## src/rtl/iic_cfg_seq.sv

```systemverilog
`default_nettype none
// ============================================================================
// Module   : iic_cfg_seq
// Purpose  : Table-driven I2C configuration sequencer for MS7200/MS7210 HDMI
//            chips. Walks an external register table (1-cycle read latency)
//            and issues one single-byte write or read per entry to iic_dri.
//            Entry ops: WRITE, POLL (read until masked match), DELAY, END.
// Ports    : clk, rstn (sync active-low), cfg_start (restart pulse)
//            tbl_addr / tbl_data  : table ROM interface
//            device_id, iic_trig, w_r, addr, data_in : request to iic_dri
//            busy, data_out, byte_over              : status from iic_dri
//            init_over, cfg_err, err_idx            : completion / error
// Revision : 1.0 - initial release
// ============================================================================
module iic_cfg_seq #(
    parameter int TBL_AW   = 8,
    parameter int DLY_DIV  = 10_000,
    parameter int POLL_MAX = 16,
    parameter int POLL_GAP = 1,
    parameter int BUSY_TO  = 100_000
) (
    input  logic              clk,
    input  logic              rstn,
    input  logic              cfg_start,
    output logic [TBL_AW-1:0] tbl_addr,
    input  logic [41:0]       tbl_data,
    output logic [7:0]        device_id,
    output logic              iic_trig,
    output logic              w_r,
    output logic [15:0]       addr,
    output logic [7:0]        data_in,
    input  logic              busy,
    input  logic [7:0]        data_out,
    input  logic              byte_over,
    output logic              init_over,
    output logic              cfg_err,
    output logic [TBL_AW-1:0] err_idx
);

    localparam int c_PRE_W = $clog2(DLY_DIV + 1);
    localparam int c_TMO_W = $clog2(BUSY_TO + 1);
    localparam logic [TBL_AW-1:0] c_IDX_MAX = '1;

    localparam logic [1:0] c_OP_WRITE = 2'b00;
    localparam logic [1:0] c_OP_POLL  = 2'b01;
    localparam logic [1:0] c_OP_DELAY = 2'b10;

    typedef enum logic [3:0] {
        S_IDLE   = 4'd0,
        S_FETCH  = 4'd1,
        S_DECODE = 4'd2,
        S_TRIG   = 4'd3,
        S_WAIT_H = 4'd4,
        S_WAIT_L = 4'd5,
        S_CHECK  = 4'd6,
        S_GAP    = 4'd7,
        S_DELAY  = 4'd8,
        S_NEXT   = 4'd9,
        S_DONE   = 4'd10,
        S_ERR    = 4'd11
    } state_t;

    state_t              r_state;
    logic                r_auto;      // one automatic run after reset
    logic [TBL_AW-1:0]   r_idx;
    logic [7:0]          r_dev;
    logic                r_wr;
    logic [15:0]         r_addr;
    logic [7:0]          r_data;
    logic [7:0]          r_mask;
    logic [7:0]          r_rdata;
    logic [7:0]          r_tries;
    logic [c_PRE_W-1:0]  r_pre;
    logic [23:0]         r_units;
    logic [c_TMO_W-1:0]  r_tmo;
    logic                r_trig;
    logic                r_init_over;
    logic                r_cfg_err;
    logic [TBL_AW-1:0]   r_err_idx;

    // byte_over is informational only; it does not steer the sequencer.
    logic w_unused_byte_over;
    assign w_unused_byte_over = byte_over;

    always_ff @(posedge clk) begin
        if (!rstn) begin
            r_state     <= S_IDLE;
            r_auto      <= 1'b1;
            r_idx       <= '0;
            r_dev       <= '0;
            r_wr        <= 1'b0;
            r_addr      <= '0;
            r_data      <= '0;
            r_mask      <= '0;
            r_rdata     <= '0;
            r_tries     <= '0;
            r_pre       <= '0;
            r_units     <= '0;
            r_tmo       <= '0;
            r_trig      <= 1'b0;
            r_init_over <= 1'b0;
            r_cfg_err   <= 1'b0;
            r_err_idx   <= '0;
        end else begin
            r_trig <= 1'b0;
            case (r_state)
                S_IDLE, S_DONE, S_ERR: begin
                    if (r_state == S_DONE) begin
                        r_init_over <= 1'b1;
                    end
                    if (r_state == S_ERR) begin
                        r_cfg_err <= 1'b1;
                        r_err_idx <= r_idx;
                    end
                    // r_auto is only ever set while sitting in IDLE after reset
                    if (cfg_start || r_auto) begin
                        r_auto      <= 1'b0;
                        r_init_over <= 1'b0;
                        r_cfg_err   <= 1'b0;
                        r_err_idx   <= '0;
                        r_idx       <= '0;
                        r_tries     <= '0;
                        r_state     <= S_FETCH;
                    end
                end

                // tbl_addr already equals r_idx; ROM data lands during DECODE
                S_FETCH: r_state <= S_DECODE;

                S_DECODE: begin
                    case (tbl_data[41:40])
                        c_OP_WRITE, c_OP_POLL: begin
                            r_dev   <= tbl_data[39:32];
                            r_wr    <= (tbl_data[41:40] == c_OP_WRITE);
                            r_addr  <= tbl_data[31:16];
                            r_data  <= tbl_data[15:8];
                            r_mask  <= tbl_data[7:0];
                            r_tries <= '0;
                            r_state <= S_TRIG;
                        end
                        c_OP_DELAY: begin
                            r_units <= tbl_data[31:8];
                            r_pre   <= '0;
                            r_state <= (tbl_data[31:8] == 24'd0) ? S_NEXT : S_DELAY;
                        end
                        default: r_state <= S_DONE;
                    endcase
                end

                S_TRIG: begin
                    if (!busy) begin
                        r_trig  <= 1'b1;
                        r_tmo   <= '0;
                        r_state <= S_WAIT_H;
                    end
                end

                S_WAIT_H: begin
                    if (busy) begin
                        r_tmo   <= '0;
                        r_state <= S_WAIT_L;
                    end else if (r_tmo == c_TMO_W'(BUSY_TO - 1)) begin
                        r_state <= S_ERR;
                    end else begin
                        r_tmo <= r_tmo + c_TMO_W'(1);
                    end
                end

                S_WAIT_L: begin
                    if (!busy) begin
                        r_rdata <= data_out;
                        r_state <= S_CHECK;
                    end else if (r_tmo == c_TMO_W'(BUSY_TO - 1)) begin
                        r_state <= S_ERR;
                    end else begin
                        r_tmo <= r_tmo + c_TMO_W'(1);
                    end
                end

                S_CHECK: begin
                    if (r_wr || ((r_rdata & r_mask) == (r_data & r_mask))) begin
                        r_tries <= '0;
                        r_state <= S_NEXT;
                    end else if (r_tries < 8'(POLL_MAX - 1)) begin
                        r_tries <= r_tries + 8'd1;
                        if (POLL_GAP == 0) begin
                            r_state <= S_TRIG;
                        end else begin
                            r_units <= 24'(POLL_GAP);
                            r_pre   <= '0;
                            r_state <= S_GAP;
                        end
                    end else begin
                        r_state <= S_ERR;
                    end
                end

                // Shared unit timer. DELAY leaves straight for the next FETCH
                // (skipping NEXT) so the total stays at units*DLY_DIV + 1.
                S_DELAY, S_GAP: begin
                    if (r_pre == c_PRE_W'(DLY_DIV - 1)) begin
                        r_pre   <= '0;
                        r_units <= r_units - 24'd1;
                        if (r_units == 24'd1) begin
                            if (r_state == S_GAP) begin
                                r_state <= S_TRIG;
                            end else if (r_idx == c_IDX_MAX) begin
                                r_state <= S_ERR;
                            end else begin
                                r_idx   <= r_idx + TBL_AW'(1);
                                r_state <= S_FETCH;
                            end
                        end
                    end else begin
                        r_pre <= r_pre + c_PRE_W'(1);
                    end
                end

                // Running off the end of the table is an error, never a wrap.
                S_NEXT: begin
                    if (r_idx == c_IDX_MAX) begin
                        r_state <= S_ERR;
                    end else begin
                        r_idx   <= r_idx + TBL_AW'(1);
                        r_state <= S_FETCH;
                    end
                end

                default: r_state <= S_IDLE;
            endcase
        end
    end

    assign tbl_addr  = r_idx;
    assign device_id = r_dev;
    assign iic_trig  = r_trig;
    assign w_r       = r_wr;
    assign addr      = r_addr;
    assign data_in   = r_data;
    assign init_over = r_init_over;
    assign cfg_err   = r_cfg_err;
    assign err_idx   = r_err_idx;

endmodule
`default_nettype wire

```

## config.mk

```make
export PLATFORM = sky130hd
export DESIGN_NAME = iic_cfg_seq
export DESIGN_NICKNAME = d
export VERILOG_FILES = /design/src/rtl/iic_cfg_seq.sv
export SDC_FILE = /design/constraint.sdc
export NUM_CORES = 1
export LEC_CHECK = 0
export ABC_AREA = 0
export BUFFER_PORTS_ARGS = -buffer_cell sky130_fd_sc_hd__buf_4
export CELL_PAD_IN_SITES_DETAIL_PLACEMENT = 1
export CELL_PAD_IN_SITES_GLOBAL_PLACEMENT = 1
export CORE_AREA = 5 5 128 130
export CTS_BUF_LIST = sky130_fd_sc_hd__clkbuf_8 sky130_fd_sc_hd__clkbuf_16
export DETAILED_ROUTE_END_ITERATION = 10
export DIE_AREA = 0 0 133 135
export GPL_ROUTABILITY_DRIVEN = 0
export GPL_TIMING_DRIVEN = 0
export PLACE_DENSITY_LB_ADDON = 0.1
export SETUP_SLACK_MARGIN = 0.15
export SYNTH_ARGS = -nofsm -noshare
export SYNTH_HDL_FRONTEND = slang
export SYNTH_SLANG_ARGS = --single-unit
```

## constraint.sdc

```tcl
create_clock -name clk -period 6.6 [get_ports clk]
set_input_delay 0.99 -clock clk [delete_from_list [all_inputs] [get_ports clk]]
set_output_delay 0.99 -clock clk [all_outputs]
set_load 0.02 [all_outputs]
```

Word level (Yosys, flattened, before mapping):

Cells that the tools add are included.

* bits in registers: 136
* input port bits: 55

* add/sub/neg operators: 5
* $lt $le $gt $ge: 1
* eq/ne operators: 29
* muxes and demuxes: 46
* bitwise logic cells: 3
* reductions and logical operators: 26

Operators by type and width (number)
* two-way mux 24 bit: 4
* two-way mux 8 bit: 10
* one-hot mux 24 bit (3 select lines): 1
* two-way mux 17 bit: 4
* two-way mux 14 bit: 4
* one-hot mux 17 bit (3 select lines): 1
* one-hot mux 8 bit (3 select lines): 2
* two-way mux 4 bit: 11
* one-hot mux 14 bit (3 select lines): 1
* one-hot mux 4 bit (9 select lines): 1
* == test 24 x 1 -> 1 bit, second input constant: 1
* logical NOT 24 bit: 1
* subtractor 24 x 1 -> 24 bit, second input constant: 1
* != test 2 bit, second input constant: 10
* adder 17 x 1 -> 17 bit, second input constant: 1
* == test 17 bit, second input constant: 1
* adder 8 x 1 -> 8 bit, second input constant: 2
* bitwise AND 8 bit: 2
* == test 4 x 3 -> 1 bit, second input constant: 4
* == test 4 bit, second input constant: 4
* adder 14 x 1 -> 14 bit, second input constant: 1
* == test 14 bit, second input constant: 1
* AND reduction 2 bit: 6
* AND reduction 4 bit: 3
* other kinds (20): 33

Logic depth before layout (Yosys ltp):

Gate-level depths: netlist of run 1.

* depth after elaboration: 6
* mapped depth: 10
* depth with buffers taken out: 9

Worst setup path before layout of run 1:

No wires, ideal clock.

* path type: in2reg
* from: input tbl_data[40]
* to: register r_units[0]
* setup time: 0.120 ns
* arrival time: 2.427 ns
* path slack: 4.053 ns
* stages on the path: 7
* path buffers: 1
* path through: or4_1 a21oi_2 a31oi_4 nand2b_1 buf_2 a211oi_1 nor2_1

* cells in the longest elaborated chain, start to end: 3

RTL lines
* from (decl): line 26 `input logic [41:0] tbl_data,`
* == test 2 bit: line 131 `case (tbl_data[41:40])`
* != test 2 bit (no source line)
* AND reduction 5 bit (no source line)
* to (signal assigned): line 142 `r_units <= tbl_data[31:8];`
* to (signal assigned): line 189 `r_units <= 24'(POLL_GAP);`
* to (signal assigned): line 203 `r_units <= r_units - 24'd1;`
* to (decl): line 74 `logic [23:0] r_units;`

No other way between the ends.
A chain may end at the register's enable or synchronous reset.

Worst setup path in the final report of run 1:

* from: input busy
* to: register r_tmo[8]

* cells in the longest elaborated chain, start to end: 2
* elaborated cells between the ends (all ways): 5
* those cells by class: 2 x eq/ne; 2 x mux; 1 x reduce/logical

RTL lines
* from (decl): line 32 `input logic busy,`
* two-way mux 17 bit / != test 2 bit (equally long branches)
* one-hot mux 17 bit (3 select lines) / AND reduction 3 bit (equally long branches)
* to (signal assigned): line 165 `r_tmo <= r_tmo + c_TMO_W'(1);`
* to (signal assigned): line 176 `r_tmo <= r_tmo + c_TMO_W'(1);`
* to (decl): line 75 `logic [c_TMO_W-1:0] r_tmo;`

Parallel ways exist; a longest one is shown, timed or not.

==> results of run 1 <==
-- power groups by stage --
stage | Combinational (uW) | Clock, uW | Sequential [uW]
floorplan | 596 | 0 | 978
global placement | 864 | 0 | 957
detailed placement | 896 | 0 | 961
CTS | 907 | 1010 | 944
global route | 1000 | 1040 | 953
finish | 917 | 994 | 945
-- state kept, by name, summed over array words and instances (netlist names), 4 cells and up --
signal     count
r_tries        8
r_rdata        8
device_id      8
data_in        8
addr          16
r_tmo         17
r_state        4
err_idx        8
tbl_addr       8
r_pre         14
r_units       24
r_mask         8
-- worst max path at each step --
stage | startpoint | endpoint | slack, ns
floorplan | tbl_data[40] | r_units[0] | 4.05
global placement | busy | r_tmo[10] | 3.50
detailed placement | busy | r_tmo[3] | 3.39
CTS | r_state[2] | addr[14] | 3.79
global route | r_units[0] | r_units[22] | 3.54
finish | busy | r_tmo[8] | 3.76
-- logic make-up (layout without fill, tap and decap cells) --
kind of cell	count (synthesis)	count (layout)	synth area share [%]
simple gates	379	379	27.6
compound gates	202	202	21.3
flops	136	136	40.1
buf+inv	56	192	3.52
xor+xnor	44	44	5.67
fa+ha+maj	6	6	1.10
mux	5	5	0.755
-- routing by layer --
layer  part of all wire, %  vias to the layer above  GRT usage [%]
met5                     0                        -              0
met4                   2.6                        0           9.64
met3                   6.1                       44           5.29
met2                    49                      200           42.7
met1                    43                     3284           30.0
li1                      -                     3165              -
-- area by class of cell --
type                    count  area share, %
flip-flops and latches    136           32.3
well taps                 188           2.79
inverters                  13          0.579
clock buffers              17           5.05
plain buffers              43           2.26
multi-input cells         636           45.5
repair buffers            104           9.27
clock inverters            15           2.20
-- metrics by stage --
stage / util, % / total power, uW
2_1_floorplan: - / 1570
3_3_place_gp: 52.0 / 1820
3_5_place_dp: 52.0 / 1860
4_1_cts: 56.0 / 2860
5_1_grt: 56.0 / 3000
6_report: 56.0 / 2860
-- worst max-delay path, stage by stage --
cell	delay (ns)
buf_4	0.14
and2b_1	0.24
clkbuf_1	0.43
a22oi_1	0.20
o21ai_1	0.55
clkbuf_1	0.47
nor2_1	0.10
-- placed cells by master (no fill, tap or decap), types with 6 or more instances in the layout --
cell type,instances
nor4_1,10
a21boi_0,56
nand4_1,10
dfxtp_1,136
xnor2_1,25
nand3_1,25
xor2_1,19
nor3b_1,10
and3_1,9
nand2_1,157
a21boi_1,12
inv_1,14
clkbuf_1,31
clkbuf_16,17
and2_1,6
buf_2,8
nor2_1,75
a21oi_1,27
or3_1,7
ha_1,6
nor3_1,22
clkinv_2,6
o21ai_0,42
nor2b_1,16
buf_4,105
a22oi_1,15
==> flow_summary_export.csv, run 1 <==
group,metric,value,unit
status,run_status,"finished clean",
grt,gr-total-overflow,0,
synth,postSynthAreaPerCell,8.21,um2
pwr,p_leak,0.00318,uW
pwr,peakVddDrop,0.193,mV
critical_path,worstSetupStartpointType,"input pin",
clocking,cts_hold_buffers,0,
sta,max_freq,0.352,GHz
synth,synth_top_area_share,40.1,%
synth,netlist-cell-type-count,67,
drt,post_drt_wl_per_cell,19.3,um
critical_path,path_class,"in2reg",
placement,dp_slack,3.39,ns
sta,finalMaxSlewViolations,0,
critical_path,critPathMaxFanout,10,
synth,synth-seq-cells,136,
die,initial_core_util,45.2,%
die,die_y,135,um
synth,synth_nets,889,
sta,rsz0062_at_grt,"false",
clocking,htree_num_levels,4,
clocking,clock_path_buffers,2,
pwr,p_seq_share,33.1,%
synth,synth_seq_area_share,40.1,%
sta,hold_viol,0,
grt,grt_pass1_wl,35.9,mm
critical_path,regToRegEndpoint,"addr[13]",
layout,layout-drive-gt1-share,17.5,%
synth,yosysMostFrequentCell,"nand2_1",
sta,finalSetupViolations,0,
synth,synth_common_cells,"nand2_1, dfxtp_1, nor2_1",
clocking,clock-sinks,136,
grt,grt_max_degree,17,
layout,antennaDiodeCount,0,
sta,setup_slack,3.76,ns
grt,grt_usage,24.7,%
layout,fillerInstances,1797,
clocking,clk_pin_slew,0.06,ns
drt,ant_nets,0,
worst_hold_path,min_from,"r_tries[4]",
pwr,p_switching,1020,uW
grt,antenna_found_initial,0,
die,ios,107,
synth,syn_area,6800,um2
critical_path,required,6.89,ns
drt,vias,6693,
synth,synth_edf_count,0,
clocking,cts_made_buffers,17,
sta,worst_hold_slack,0.444,ns
die,num_rows,45,
drt,dr.pass1.iters,5,
sta,fin_crit,2.84,ns
placement,dpl-instance-area,7810,um2
sta,slew_headroom,34.3,%
sta,final.setup.tns,0,ns
drt,avgViaCountPerCell,5.81,
layout,syn_to_final_growth,23.9,%
clocking,cts_resized,0,
run,drv_cap,0,
layout,multi_input_area,3830,um2
pwr,clkPwrFrac,34.8,%
layout,fin_area,8420,um2
pwr,pwr-share-comb,32.1,%
pwr,internal_power,1830,uW
layout,fin_cells,1152,
drt,drt_iter0_drc,359,
pwr,p_sw_share,35.7,%
synth,synth_area_leader_cell,"dfxtp_1",
synth,yosys-top-cells-area,"dfxtp_1, nand2_1, a21boi_0",
placement,dp_cells,1120,
sta,finClkSkew,0.00804,ns
drt,drt_wl_total,22.2,mm
worst_hold_path,worstHoldPathCells,2,
synth,netlist_instances,828,
synth,synth_warnings,0,
clocking,ctsRootBufferMaster,"clkbuf_16",
grt,grt_pass1_vias,7050,
layout,regArea,2720,um2
synth,ys.flop_type,"dfxtp_1",
drt,remaining_drc_errors,0,
pwr,cellPowerDensity,339,nW/um2
die,die_w,133,um
sta,fin_crit_sh,43.0,%
layout,nNetsFinal,1012,
placement,post-dp-hpwl,16.3,mm
synth,synthArstFlopShare,0,%
clocking,cts_tree,"built",
worst_hold_path,hold-path-endpoint,"r_tries[4]",
die,coreArea,15000,um2
worst_hold_path,hp-class,"reg2reg",
critical_path,r2r_setup_slack,3.81,ns
clocking,clkLatencyLatePin,0.42,ns
critical_path,worst_r2r_path_depth,8,
critical_path,worstPathArrival,3.13,ns
placement,portBuffers,104,
sta,worstMarginPinSlew,0.983,ns
critical_path,rr_startpoint,"r_state[2]",
die,die-area,18000,um2
clocking,cts_setup_buffers,0,
critical_path,worstSetupEndpointType,"flop",
Note: power is estimated with default switching activity, not from simulation.
==> inputs of run 2 (changes only) <==
--- a/config.mk
+++ b/config.mk
@@ -9,10 +9,10 @@
 export BUFFER_PORTS_ARGS = -buffer_cell sky130_fd_sc_hd__buf_4
 export CELL_PAD_IN_SITES_DETAIL_PLACEMENT = 1
 export CELL_PAD_IN_SITES_GLOBAL_PLACEMENT = 1
-export CORE_AREA = 5 5 128 130
+export CORE_AREA = 5 5 140 142
 export CTS_BUF_LIST = sky130_fd_sc_hd__clkbuf_8 sky130_fd_sc_hd__clkbuf_16
 export DETAILED_ROUTE_END_ITERATION = 10
-export DIE_AREA = 0 0 133 135
+export DIE_AREA = 0 0 145 147
 export GPL_ROUTABILITY_DRIVEN = 0
 export GPL_TIMING_DRIVEN = 0
 export PLACE_DENSITY_LB_ADDON = 0.1
==> constraint.sdc (replaced) <==
create_clock -name clk -period 2.5 [get_ports clk]
set_input_delay 0.375 -clock clk [delete_from_list [all_inputs] [get_ports clk]]
set_output_delay 0.375 -clock clk [all_outputs]
set_load 0.02 [all_outputs]
==> flow_summary_export.csv, run 2 (synthesis gave the netlist of run 1 again) <==
group,metric,value,unit
status,run_status,"finished clean",
worst_hold_path,hp-class,"in2reg",
die,die-area,21300,um2
layout,fin_area,8890,um2
layout,layout-drive-gt1-share,23.7,%
drt,vias,6547,
sta,finalSetupViolations,0,
sta,fin_crit,2.25,ns
drt,dr.pass1.iters,4,
placement,dp_slack,-0.276,ns
die,num_rows,50,
layout,final_cell_mix,"nand2_1, buf_4, dfxtp_1",
critical_path,required,2.82,ns
run,drv_cap,0,
sta,worst_hold_slack,0.199,ns
pwr,finalPower,7720,uW
die,coreArea,18300,um2
layout,antennaDiodeCount,0,
pwr,p_leak,0.00338,uW
worst_hold_path,min_from,"tbl_data[37]",
die,die_w,145,um
critical_path,worstSetupStartpointType,"flop",
sta,finClkSkew,0.00955,ns
critical_path,worstPathArrival,2.58,ns
layout,final_common_cell,"nand2_1",
sta,rsz0062_at_grt,"true",
layout,top_register,"r_units",
grt,grt_usage,21.0,%
drt,drt_iter0_drc,309,
sta,fin_crit_sh,90.2,%
pwr,p_seq_share,32.5,%
sta,setup_slack,0.246,ns
placement,portBuffers,104,
clocking,clk_pin_slew,0.07,ns
grt,gr-total-overflow,0,
critical_path,path_class,"reg2reg",
pwr,peakVddDrop,0.562,mV
grt,grt_pass1_wl,36.5,mm
sta,slew_headroom,56.8,%
drt,post_drt_wl_per_cell,18.4,um
drt,drt_wl_total,22.6,mm
die,initial_core_util,37.1,%
grt,antenna_found_initial,0,
layout,nNetsFinal,1037,
grt,grt_pass1_vias,6735,
pwr,internal_power,4800,uW
pwr,cellPowerDensity,869,nW/um2
critical_path,worstSetupEndpointType,"flop",
clocking,cts_made_buffers,17,
clocking,cts_tree,"built",
placement,dpl-instance-area,7870,um2
pwr,p_sw_share,37.8,%
drt,ant_nets,0,
clocking,clock-sinks,136,
sta,worstMarginPinSlew,0.648,ns
sta,hold_viol,0,
critical_path,rr_startpoint,"r_units[1]",
placement,post-dp-hpwl,16.2,mm
sta,max_freq,0.444,GHz
grt,grt_max_degree,17,
pwr,pwr-share-comb,35.1,%
pwr,clkPwrFrac,32.5,%
clocking,htree_num_levels,4,
die,ios,107,
critical_path,cp-startpoint,"r_units[1]",
pwr,p_switching,2920,uW
sta,finalMaxSlewViolations,0,
drt,avgViaCountPerCell,5.35,
layout,syn_to_final_growth,30.8,%
clocking,clock_path_buffers,2,
drt,remaining_drc_errors,0,
die,die_y,147,um
critical_path,critPathMaxFanout,6,
clocking,ctsRootBufferMaster,"clkbuf_16",
layout,largest_register_ffs,24,
clocking,clkLatencyLatePin,0.43,ns
clocking,cts_hold_buffers,0,
run 2: cell type report:
| cell class | instances | area [um2] |
|---|---|---|
| fill | 2228 | 9440 |
| multi-input combinational | 636 | 4040 |
| sequential | 136 | 2740 |
| timing repair buffer | 129 | 970 |
| clock buffer | 18 | 439 |
| tap | 234 | 293 |
| buffer | 43 | 225 |
| clock inverter | 14 | 140 |
| inverter | 13 | 48.8 |
run 2: worst paths after layout:
check	slack, ns	endpoint	cells after the start
max	0.25	r_tries[2]	10
min reg2reg	0.44	r_tries[4]	2
max reg2reg	0.25	r_tries[2]	10
min	0.20	device_id[5]	3
run 2: what timing repair did:
| item | CTS | global route |
|---|---|---|
| pin swaps | 5 | 17 |
| resized for setup | 31 | 43 |
| buffers inserted | 7 | 18 |
| setup endpoints to repair | 126 | 87 |
run 2: critical path, cell delays in order (launching register included):
cell	delay [ns]
dfxtp_4	0.36
inv_2	0.05
ha_1	0.14
nor4b_4	0.22
nand3_2	0.13
o31ai_4	0.31
nand4_1	0.19
buf_6	0.18
o32ai_4	0.20
nand4_1	0.14
and4bb_1	0.21
run 2: power groups by stage:
stage	logic, uW	clock network, uW	registers (uW)
final	2710	2510	2510
after global routing	2960	2660	2530
after CTS	2520	2560	2500
after detailed placement	2370	0	2540
after global placement	2350	0	2530
after floorplan	1570	0	2580
run 2: routing by layer:
metal | wire length [um] | share of wire (%) | GRT usage (%) | vias to the layer above
met2 | 10700 | 47 | 34.6 | 133
met4 | 339 | 1.5 | 6.36 | 0
met1 | 10600 | 47 | 27.5 | 3176
met5 | 0 | 0 | 0 | -
li1 | - | - | - | 3214
met3 | 962 | 4.3 | 4.66 | 24
run 2: metrics by stage:
step           util (%)  setup TNS [ns]  instances
2_1_floorplan         -               0        828
3_3_place_gp       42.9           -7.72       1166
3_5_place_dp       42.9           -9.51       1166
4_1_cts            47.2               0       1205
5_1_grt            48.5               0       1223
6_report           48.5               0       1223
